$ cat config.mk
export PLATFORM = sky130hd
export DESIGN_NAME = cpu_bus_bridge
export DESIGN_NICKNAME = d
export VERILOG_FILES = /design/src/rtl/bridge_pkg.sv /design/src/rtl/bridge_arbiter.sv /design/src/rtl/cpu_bus_bridge.sv
export SDC_FILE = /design/constraint.sdc
export NUM_CORES = 1
export LEC_CHECK = 0
export ABC_CLOCK_PERIOD_IN_PS = 1200
export CORE_ASPECT_RATIO = 0.8
export CORE_MARGIN = 2
export CORE_UTILIZATION = 31
export CTS_CLUSTER_DIAMETER = 50
export DETAILED_ROUTE_END_ITERATION = 7
export PLACE_DENSITY = 0.78
export SETUP_SLACK_MARGIN = 0.02
export SLEW_MARGIN = 20
export SYNTH_ARGS = -nofsm -noshare
export SYNTH_HDL_FRONTEND = slang
export SYNTH_SLANG_ARGS = --single-unit
$ cat constraint.sdc
create_clock -name clk -period 1.2 [get_ports clk]
set_input_delay 0.12 -clock clk [delete_from_list [all_inputs] [get_ports clk]]
set_output_delay 0.12 -clock clk [all_outputs]
set_load 0.05 [all_outputs]
$ cat src/rtl/bridge_pkg.sv
// rtl/bridge_pkg.sv - shared FSM state, access size codes and segment constants for cpu_bus_bridge
package bridge_pkg;

  typedef enum logic [1:0] {
    ST_IDLE = 2'd0,
    ST_REQ  = 2'd1,
    ST_RESP = 2'd2
  } state_e;

  typedef enum logic [1:0] {
    SIZE_BYTE = 2'd0,
    SIZE_HALF = 2'd1,
    SIZE_WORD = 2'd2,
    SIZE_RSVD = 2'd3
  } size_e;

  localparam logic [2:0] KSEG0 = 3'b100;
  localparam logic [2:0] KSEG1 = 3'b101;

endpackage

$ cat src/rtl/bridge_arbiter.sv
// rtl/bridge_arbiter.sv - fixed-priority / round-robin channel arbiter
module bridge_arbiter #(
  parameter int NUM_CH = 2,
  parameter int IDX_W  = 1
) (
  input  logic [NUM_CH-1:0] req_i,
  input  logic [IDX_W-1:0]  ptr_i,
  input  logic              rr_mode_i,
  output logic [NUM_CH-1:0] grant_o,
  output logic [IDX_W-1:0]  idx_o
);

  // Search starts at ptr_i in round-robin mode, at channel 0 otherwise.
  always_comb begin
    int   c;
    logic found;
    grant_o = '0;
    idx_o   = '0;
    found   = 1'b0;
    c       = 0;
    for (int i = 0; i < NUM_CH; i++) begin
      c = rr_mode_i ? int'(ptr_i) + i : i;
      if (c >= NUM_CH) c = c - NUM_CH;
      for (int j = 0; j < NUM_CH; j++) begin
        if (!found && (c == j) && req_i[j]) begin
          found      = 1'b1;
          grant_o[j] = 1'b1;
          idx_o      = IDX_W'(j);
        end
      end
    end
  end

endmodule

$ cat src/rtl/cpu_bus_bridge.sv
// rtl/cpu_bus_bridge.sv - multi-channel core bus to single SRAM-like port bridge
// Define ADDR_MAP_EN to fold kseg0/kseg1 virtual addresses onto physical space.
module cpu_bus_bridge #(
  parameter int NUM_CH   = 2,
  parameter int DATA_W   = 32,
  parameter int ARB_MODE = 1
) (
  input  logic                     clk,
  input  logic                     rst,
  input  logic [NUM_CH-1:0]        ch_req,
  input  logic [NUM_CH-1:0]        ch_wr,
  input  logic [2*NUM_CH-1:0]      ch_size,
  input  logic [32*NUM_CH-1:0]     ch_addr,
  input  logic [DATA_W*NUM_CH-1:0] ch_wdata,
  output logic [NUM_CH-1:0]        ch_addr_ok,
  output logic [NUM_CH-1:0]        ch_data_ok,
  output logic [DATA_W-1:0]        ch_rdata,
  output logic                     m_req,
  output logic                     m_wr,
  output logic [1:0]               m_size,
  output logic [31:0]              m_addr,
  output logic [DATA_W-1:0]        m_wdata,
  input  logic                     m_addr_ok,
  input  logic                     m_data_ok,
  input  logic [DATA_W-1:0]        m_rdata
);
  import bridge_pkg::*;

  localparam int   IDX_W   = (NUM_CH > 1) ? $clog2(NUM_CH) : 1;
  localparam logic RR_MODE = (ARB_MODE != 0);

  state_e            state_q;
  logic [IDX_W-1:0]  ptr_q, ptr_d, gnt_idx_q, arb_idx;
  logic [NUM_CH-1:0] arb_grant;
  logic              m_req_q, wr_q;
  logic [1:0]        size_q;
  logic [31:0]       addr_q, sel_addr, mapped_addr;
  logic [DATA_W-1:0] wdata_q;
  logic              accept, resp_done;

  bridge_arbiter #(
    .NUM_CH (NUM_CH),
    .IDX_W  (IDX_W)
  ) u_arbiter (
    .req_i     (ch_req),
    .ptr_i     (ptr_q),
    .rr_mode_i (RR_MODE),
    .grant_o   (arb_grant),
    .idx_o     (arb_idx)
  );

  assign accept    = (state_q == ST_IDLE) && (|ch_req) && !rst;
  assign resp_done = (state_q == ST_RESP) && m_data_ok && !rst;
  assign sel_addr  = ch_addr[32*int'(arb_idx) +: 32];

`ifdef ADDR_MAP_EN
  assign mapped_addr = ((sel_addr[31:29] == KSEG0) || (sel_addr[31:29] == KSEG1))
                       ? {3'b000, sel_addr[28:0]} : sel_addr;
`else
  assign mapped_addr = sel_addr;
`endif

  assign ptr_d = (gnt_idx_q == IDX_W'(NUM_CH - 1)) ? '0 : gnt_idx_q + IDX_W'(1);

  always_ff @(posedge clk) begin
    if (rst) begin
      state_q   <= ST_IDLE;
      ptr_q     <= '0;
      gnt_idx_q <= '0;
      m_req_q   <= 1'b0;
      wr_q      <= 1'b0;
      size_q    <= '0;
      addr_q    <= '0;
      wdata_q   <= '0;
    end else begin
      case (state_q)
        ST_IDLE: begin
          if (accept) begin
            state_q   <= ST_REQ;
            m_req_q   <= 1'b1;
            gnt_idx_q <= arb_idx;
            wr_q      <= ch_wr[arb_idx];
            size_q    <= ch_size[2*int'(arb_idx) +: 2];
            addr_q    <= mapped_addr;
            wdata_q   <= ch_wdata[DATA_W*int'(arb_idx) +: DATA_W];
          end
        end
        ST_REQ: begin
          if (m_addr_ok) begin
            state_q <= ST_RESP;
            m_req_q <= 1'b0;
          end
        end
        ST_RESP: begin
          if (m_data_ok) begin
            state_q <= ST_IDLE;
            ptr_q   <= ptr_d;
          end
        end
        default: state_q <= ST_IDLE;
      endcase
    end
  end

  // Request fields are only presented while the downstream request is live.
  assign m_req   = m_req_q;
  assign m_wr    = m_req_q & wr_q;
  assign m_size  = m_req_q ? size_q  : '0;
  assign m_addr  = m_req_q ? addr_q  : '0;
  assign m_wdata = m_req_q ? wdata_q : '0;

  assign ch_addr_ok = accept    ? arb_grant                   : '0;
  assign ch_data_ok = resp_done ? (NUM_CH'(1) << gnt_idx_q)   : '0;
  assign ch_rdata   = resp_done ? m_rdata                     : '0;

endmodule

# ---- Word-level counts from Yosys, hierarchy flattened
# Cells that the tools add are included.
dict set report totals {
  register_bits 72
  inputBits 172
  elab_cells 77
}
dict set report classes {
  n_addsub 4
  n_lt_le_gt_ge 3
  eq_ne 7
  n_shift 4
  mux 26
  bitwise 1
  n_reduce_logical 24
}
# cell n
set op_table {}
lappend op_table {{$mux 32} 5}
lappend op_table {{$shiftx 64x7->32} 2}
lappend op_table {{$eq 32x2->1 const B} 2}
lappend op_table {{$logic_not 32->1} 2}
lappend op_table {{$ge 32x3->1 const B} 1}
lappend op_table {{$sub 32x3->32 const B} 1}
lappend op_table {{$mux 1} 13}
lappend op_table {{$mux 2} 6}
lappend op_table {{$logic_and 1x1->1} 11}
lappend op_table {{$ne 2x2->1 const B} 3}
lappend op_table {{$pmux 2 s3} 1}
lappend op_table {{$reduce_and 3->1} 2}
lappend op_table {{$logic_not 1->1} 4}
lappend op_table {{$reduce_and 2->1} 2}
lappend op_table {{$shiftx 4x3->2} 1}
lappend op_table {{$sub 1x2->3 const B} 1}
lappend op_table {{$add 1x1->2 const B} 1}
lappend op_table {{$eq 2x1->1 const B} 1}
lappend op_table {{$eq 2x2->1 const B} 1}
lappend op_table {{$ge 1x2->1 const B} 1}
lappend op_table {{$logic_not 2->1} 1}
lappend op_table {{$lt 1x2->1 const B} 1}
lappend op_table {{$pmux 1 s2} 1}
lappend op_table {{$reduce_bool 2->1} 1}
lappend op_table {{4 further kinds} 4}

# ---- Depth between registers and ports, before layout
dict set report depth {
  depth_word 19
  mapped_depth 7
  ltp_nobuf 4
}

# ---- Cells and area by module
# A second synthesis with hierarchy kept.
dict set report hier_totals {
  cells_unflattened 449
  hier_area_um2 4357.9
}
# mod n_inst cells_per_inst area_per_inst_um2 seq_area_each_um2
set by_module_without_submodules {}
lappend by_module_without_submodules {cpu_bus_bridge 1 444 4329.2 1441.4}
lappend by_module_without_submodules {bridge_arbiter 1 5 28.8 0.0}

# ---- Worst setup path after synthesis
# OpenSTA, ideal clock, no wires.
dict set report synth_path {
  path_type {flip-flop to output port}
  startpoint {register state_q[1]}
  endpoint {output port ch_addr_ok[0]}
  arrival_time_ns 2.148
  required_time_ns 1.080
  path_slack_ns -1.068
  path_stages_with_launch 6
  cell_sequence {dfxtp_1 o21ba_2 nand2_1 buf_2 buf_6 a211oi_1}
}
dict set report synth_via {
  elab_chain_len 4
}
# item line_no
set synth_lines {}
lappend synth_lines {{start: declaration} cpu_bus_bridge.sv:32} ;# state_e state_q;
lappend synth_lines {{start signal: assignment} cpu_bus_bridge.sv:67} ;# state_q <= ST_IDLE;
lappend synth_lines {{start signal: assignment} cpu_bus_bridge.sv:79} ;# state_q <= ST_REQ;
lappend synth_lines {{start signal: assignment} cpu_bus_bridge.sv:90} ;# state_q <= ST_RESP;
lappend synth_lines {{$logic_not 2->1} cpu_bus_bridge.sv:52} ;# assign accept = (state_q == ST_IDLE) && (|ch_req) && !rst;
lappend synth_lines {{$logic_and 1x1->1 (2 in a row)} cpu_bus_bridge.sv:52}
lappend synth_lines {{$mux 2} cpu_bus_bridge.sv:112} ;# assign ch_addr_ok = accept ? arb_grant : '0;
lappend synth_lines {{end: declaration} cpu_bus_bridge.sv:15} ;# output logic [NUM_CH-1:0] ch_addr_ok,
# Every way passes these cells.

# ---- Final worst setup path
dict set report layout_path {
  startpoint {register state_q[1]}
  endpoint {output port ch_rdata[13]}
}
dict set report layout_via {
  elab_chain_len 4
}
# item line_no
set layout_lines {}
lappend layout_lines {{$eq 2x2->1} cpu_bus_bridge.sv:53} ;# assign resp_done = (state_q == ST_RESP) && m_data_ok && !rst;
lappend layout_lines {{$logic_and 1x1->1 (2 in a row)} cpu_bus_bridge.sv:53}
lappend layout_lines {{$mux 32} cpu_bus_bridge.sv:114} ;# assign ch_rdata = resp_done ? m_rdata : '0;
lappend layout_lines {{end: declaration} cpu_bus_bridge.sv:17} ;# output logic [DATA_W-1:0] ch_rdata,
# Every way passes these cells.

==> impl_metrics.yaml <==
timing:
  setup_viol: 173
  period_minus_slack_ns: 1.72
  hold_ws_ns: 0.428
  fin_crit_sh_pct: 143
  fmax_ghz: 0.582
  finalClockSkew_ns: 0.00314
  final-hold-violation-count: 0
  worst_pin_slew_ns: 0.412
  slew_viol_final: 0
  grt_setup_unrepaired: "yes"
  setup_ws_ns: -0.518
  slew_headroom_pct: 72.4
die:
  core_area_um2: 11500
  start_util_pct: 31.8
  num_rows: 35
  boundaryPins: 276
  die_h_um: 101
  die_x_um: 125
  dieArea_um2: 12700
flow_run:
  cap_violations: 0
clocking:
  cts_hold_buffers: 0
  clkTransAtPathRegs_ns: 0.06
  cts.root.buffer_cell: "clkbuf_16"
  clock_latency_ns: 0.32
  cts_buffer_depth: 2
  cts_buffers: 9
  h-tree-depth: 3
  cts_tree: "built"
  cts.sinks: 72
setup_path:
  crit_path_end_kind: "primary output"
  critical_path_arrival_ns: 1.60
  start_kind: "register"
  crit_type: "reg -> out"
  path_max_fanout: 16
  crit_required_ns: 1.08
power_and_ir_drop:
  switchingPower_mw: 3.05
  pwr_density_cell_nw_per_um2: 899
  pwr-share-clk_pct: 27.2
  swShare_pct: 32.9
  power.leakage_nw: 4.67
  pwr-share-seq_pct: 31.1
  ir_drop_v: 0.000864
  p_int_mw: 6.22
  p_comb_share_pct: 41.7
placed_design:
  place.gp.congestion: 0.785
  placed_area_um2: 8010
  place_worst_setup_slack_ns: -0.525
  port_buffers: 275
  dp_hpwl_mm: 11.8
  dp_cells: 850
synth:
  syn_inst: 432
  ys_ff_latch: 72
  ys_warn_count: 0
  seq_area_frac_synth_pct: 39.4
  synth_cell_types: 24
  syn_area_um2: 3660
  syn_nets: 604
  syn_area_per_cell_um2: 8.47
routing:
  ant_nets: 0
  wl_per_cell_um: 25.5
  viasPerCell: 5.27
  first_pass_iters: 5
  drc_errors: 0
  vias: 4855
  initialDrtViolationCount: 198
  wl_mm: 23.5
final_layout:
  postLayoutCellArea_um2: 10300
  drive_gt1_share_pct: 58.9
  most-common-layout-cells: "168 x clkdlybuf4s50_1, 130 x buf_12, 100 x and2_4"
  fin_nets: 941
  final_common_cell: "clkdlybuf4s50_1"
  syn2layout_area_growth_pct: 182
  stdcell_count: 922
  regArea_um2: 1450
  multi_input_area_um2: 3120
  final_core_util_pct: 89.5
  nFillCells: 449
global_routing:
  antenna_found_initial: 1
  grt_start_max_net_pins: 20
  grt_pass1_wl_mm: 29.8
  grt_pass1_vias: 5150
  overflow: 0
  grtUsageTotal_pct: 30.7
status:
  violations: "negative setup slack"
  status: "finished with violations"
worst_hold_path:
  hold_class: "in -> reg"
## layer usage
layer / share of wire, % / track usage [%] / up-vias
met5: 0 / 0 / -
met4: 3.7 / 7.61 / 0
met3: 7.6 / 7.24 / 72
met2: 54 / 62.0 / 288
met1: 35 / 32.2 / 2369
li1: - / - / 2126
## state kept, by name, summed over array words and instances, names as in the netlist
signal	flops
addr_q	32
gnt_idx_q	1
m_req	1
ptr_q	1
size_q	2
state_q	2
wdata_q	32
wr_q	1
## synthesized netlist by cell type
library cell	number	share of area, %
inv_1	2	0.21
buf_6	4	1.2
a21oi_2	1	0.24
o21ba_2	1	0.27
nor3_1	2	0.27
clkbuf_1	16	1.6
and2_1	100	17
a211oi_1	1	0.21
nor2_1	4	0.41
nor4_1	1	0.17
a2111oi_0	1	0.24
buf_2	6	0.82
o21ai_2	1	0.24
buf_4	7	1.4
nand2_1	69	7.1
mux2i_1	67	18
o21ai_0	50	6.8
a21oi_1	3	0.41
nor3_2	1	0.27
or3_1	1	0.17
inv_2	1	0.10
a21o_1	1	0.21
dfxtp_1	72	39
o21ai_1	20	2.7
## final cells by class
cell class / count / area share, %
clock inverter: 5 / 0.328
timing repair buffer: 359 / 51.1
inverter: 3 / 0.109
sequential: 72 / 14.1
multi-input combinational: 324 / 30.2
tap: 148 / 1.80
clock buffer: 10 / 2.32
antenna: 1 / 0.0243
## power groups by stage
stage / clock, mW / combinational [mW] / sequential (mW)
floorplan: 0 / 1.10 / 2.77
global placement: 0 / 2.42 / 2.78
detailed placement: 0 / 2.48 / 2.80
CTS: 2.50 / 3.46 / 2.78
global route: 2.62 / 3.97 / 2.90
finish: 2.52 / 3.86 / 2.88
## cell families (layout without fill, tap and decap cells)
family                 after synthesis  count (layout)  synth area share [%]
AO/OA/AOI/OAI                       79              79                  11.4
buffers and inverters               36             377                  5.44
flip-flops                          72              72                  39.4
multiplexers                        67              67                  18.3
other                                0               1                     0
AND/OR/NAND/NOR                    178             178                  25.5
## what timing repair did
item / CTS / global route
endpoints found under the setup margin: 174 / 175
gates cloned: 25 / 3
resized for setup: 220 / 162
pin swaps: 64 / 44
endpoints found under the hold margin: 0 / 0
setup buffers: 32 / 7
## path summary, 6_finish.rpt
path               start            to  slack [ns]  depth (start not counted)
max           state_q[1]  ch_rdata[13]       -0.52                          6
min          ch_addr[33]     addr_q[1]        0.43                          3
max reg2reg   state_q[1]   wdata_q[19]       -0.39                          8
min reg2reg   addr_q[17]    addr_q[17]        0.45                          2
## per-stage QoR
step / power [mW] / setup TNS [ns]
after floorplan: 3.87 / -3.45
after global placement: 5.20 / -39.89
after detailed placement: 5.28 / -44.43
after CTS: 8.74 / -43.46
after global routing: 9.48 / -55.71
final: 9.27 / -50.71
## critical path: stages (launching register included)
cell     delay (ns)
dfxtp_4        0.38
nand2_4        0.07
nor3_4         0.21
buf_12         0.16
buf_16         0.15
and2_4         0.17
buf_12         0.13
Power figures use the tool's default switching activity.
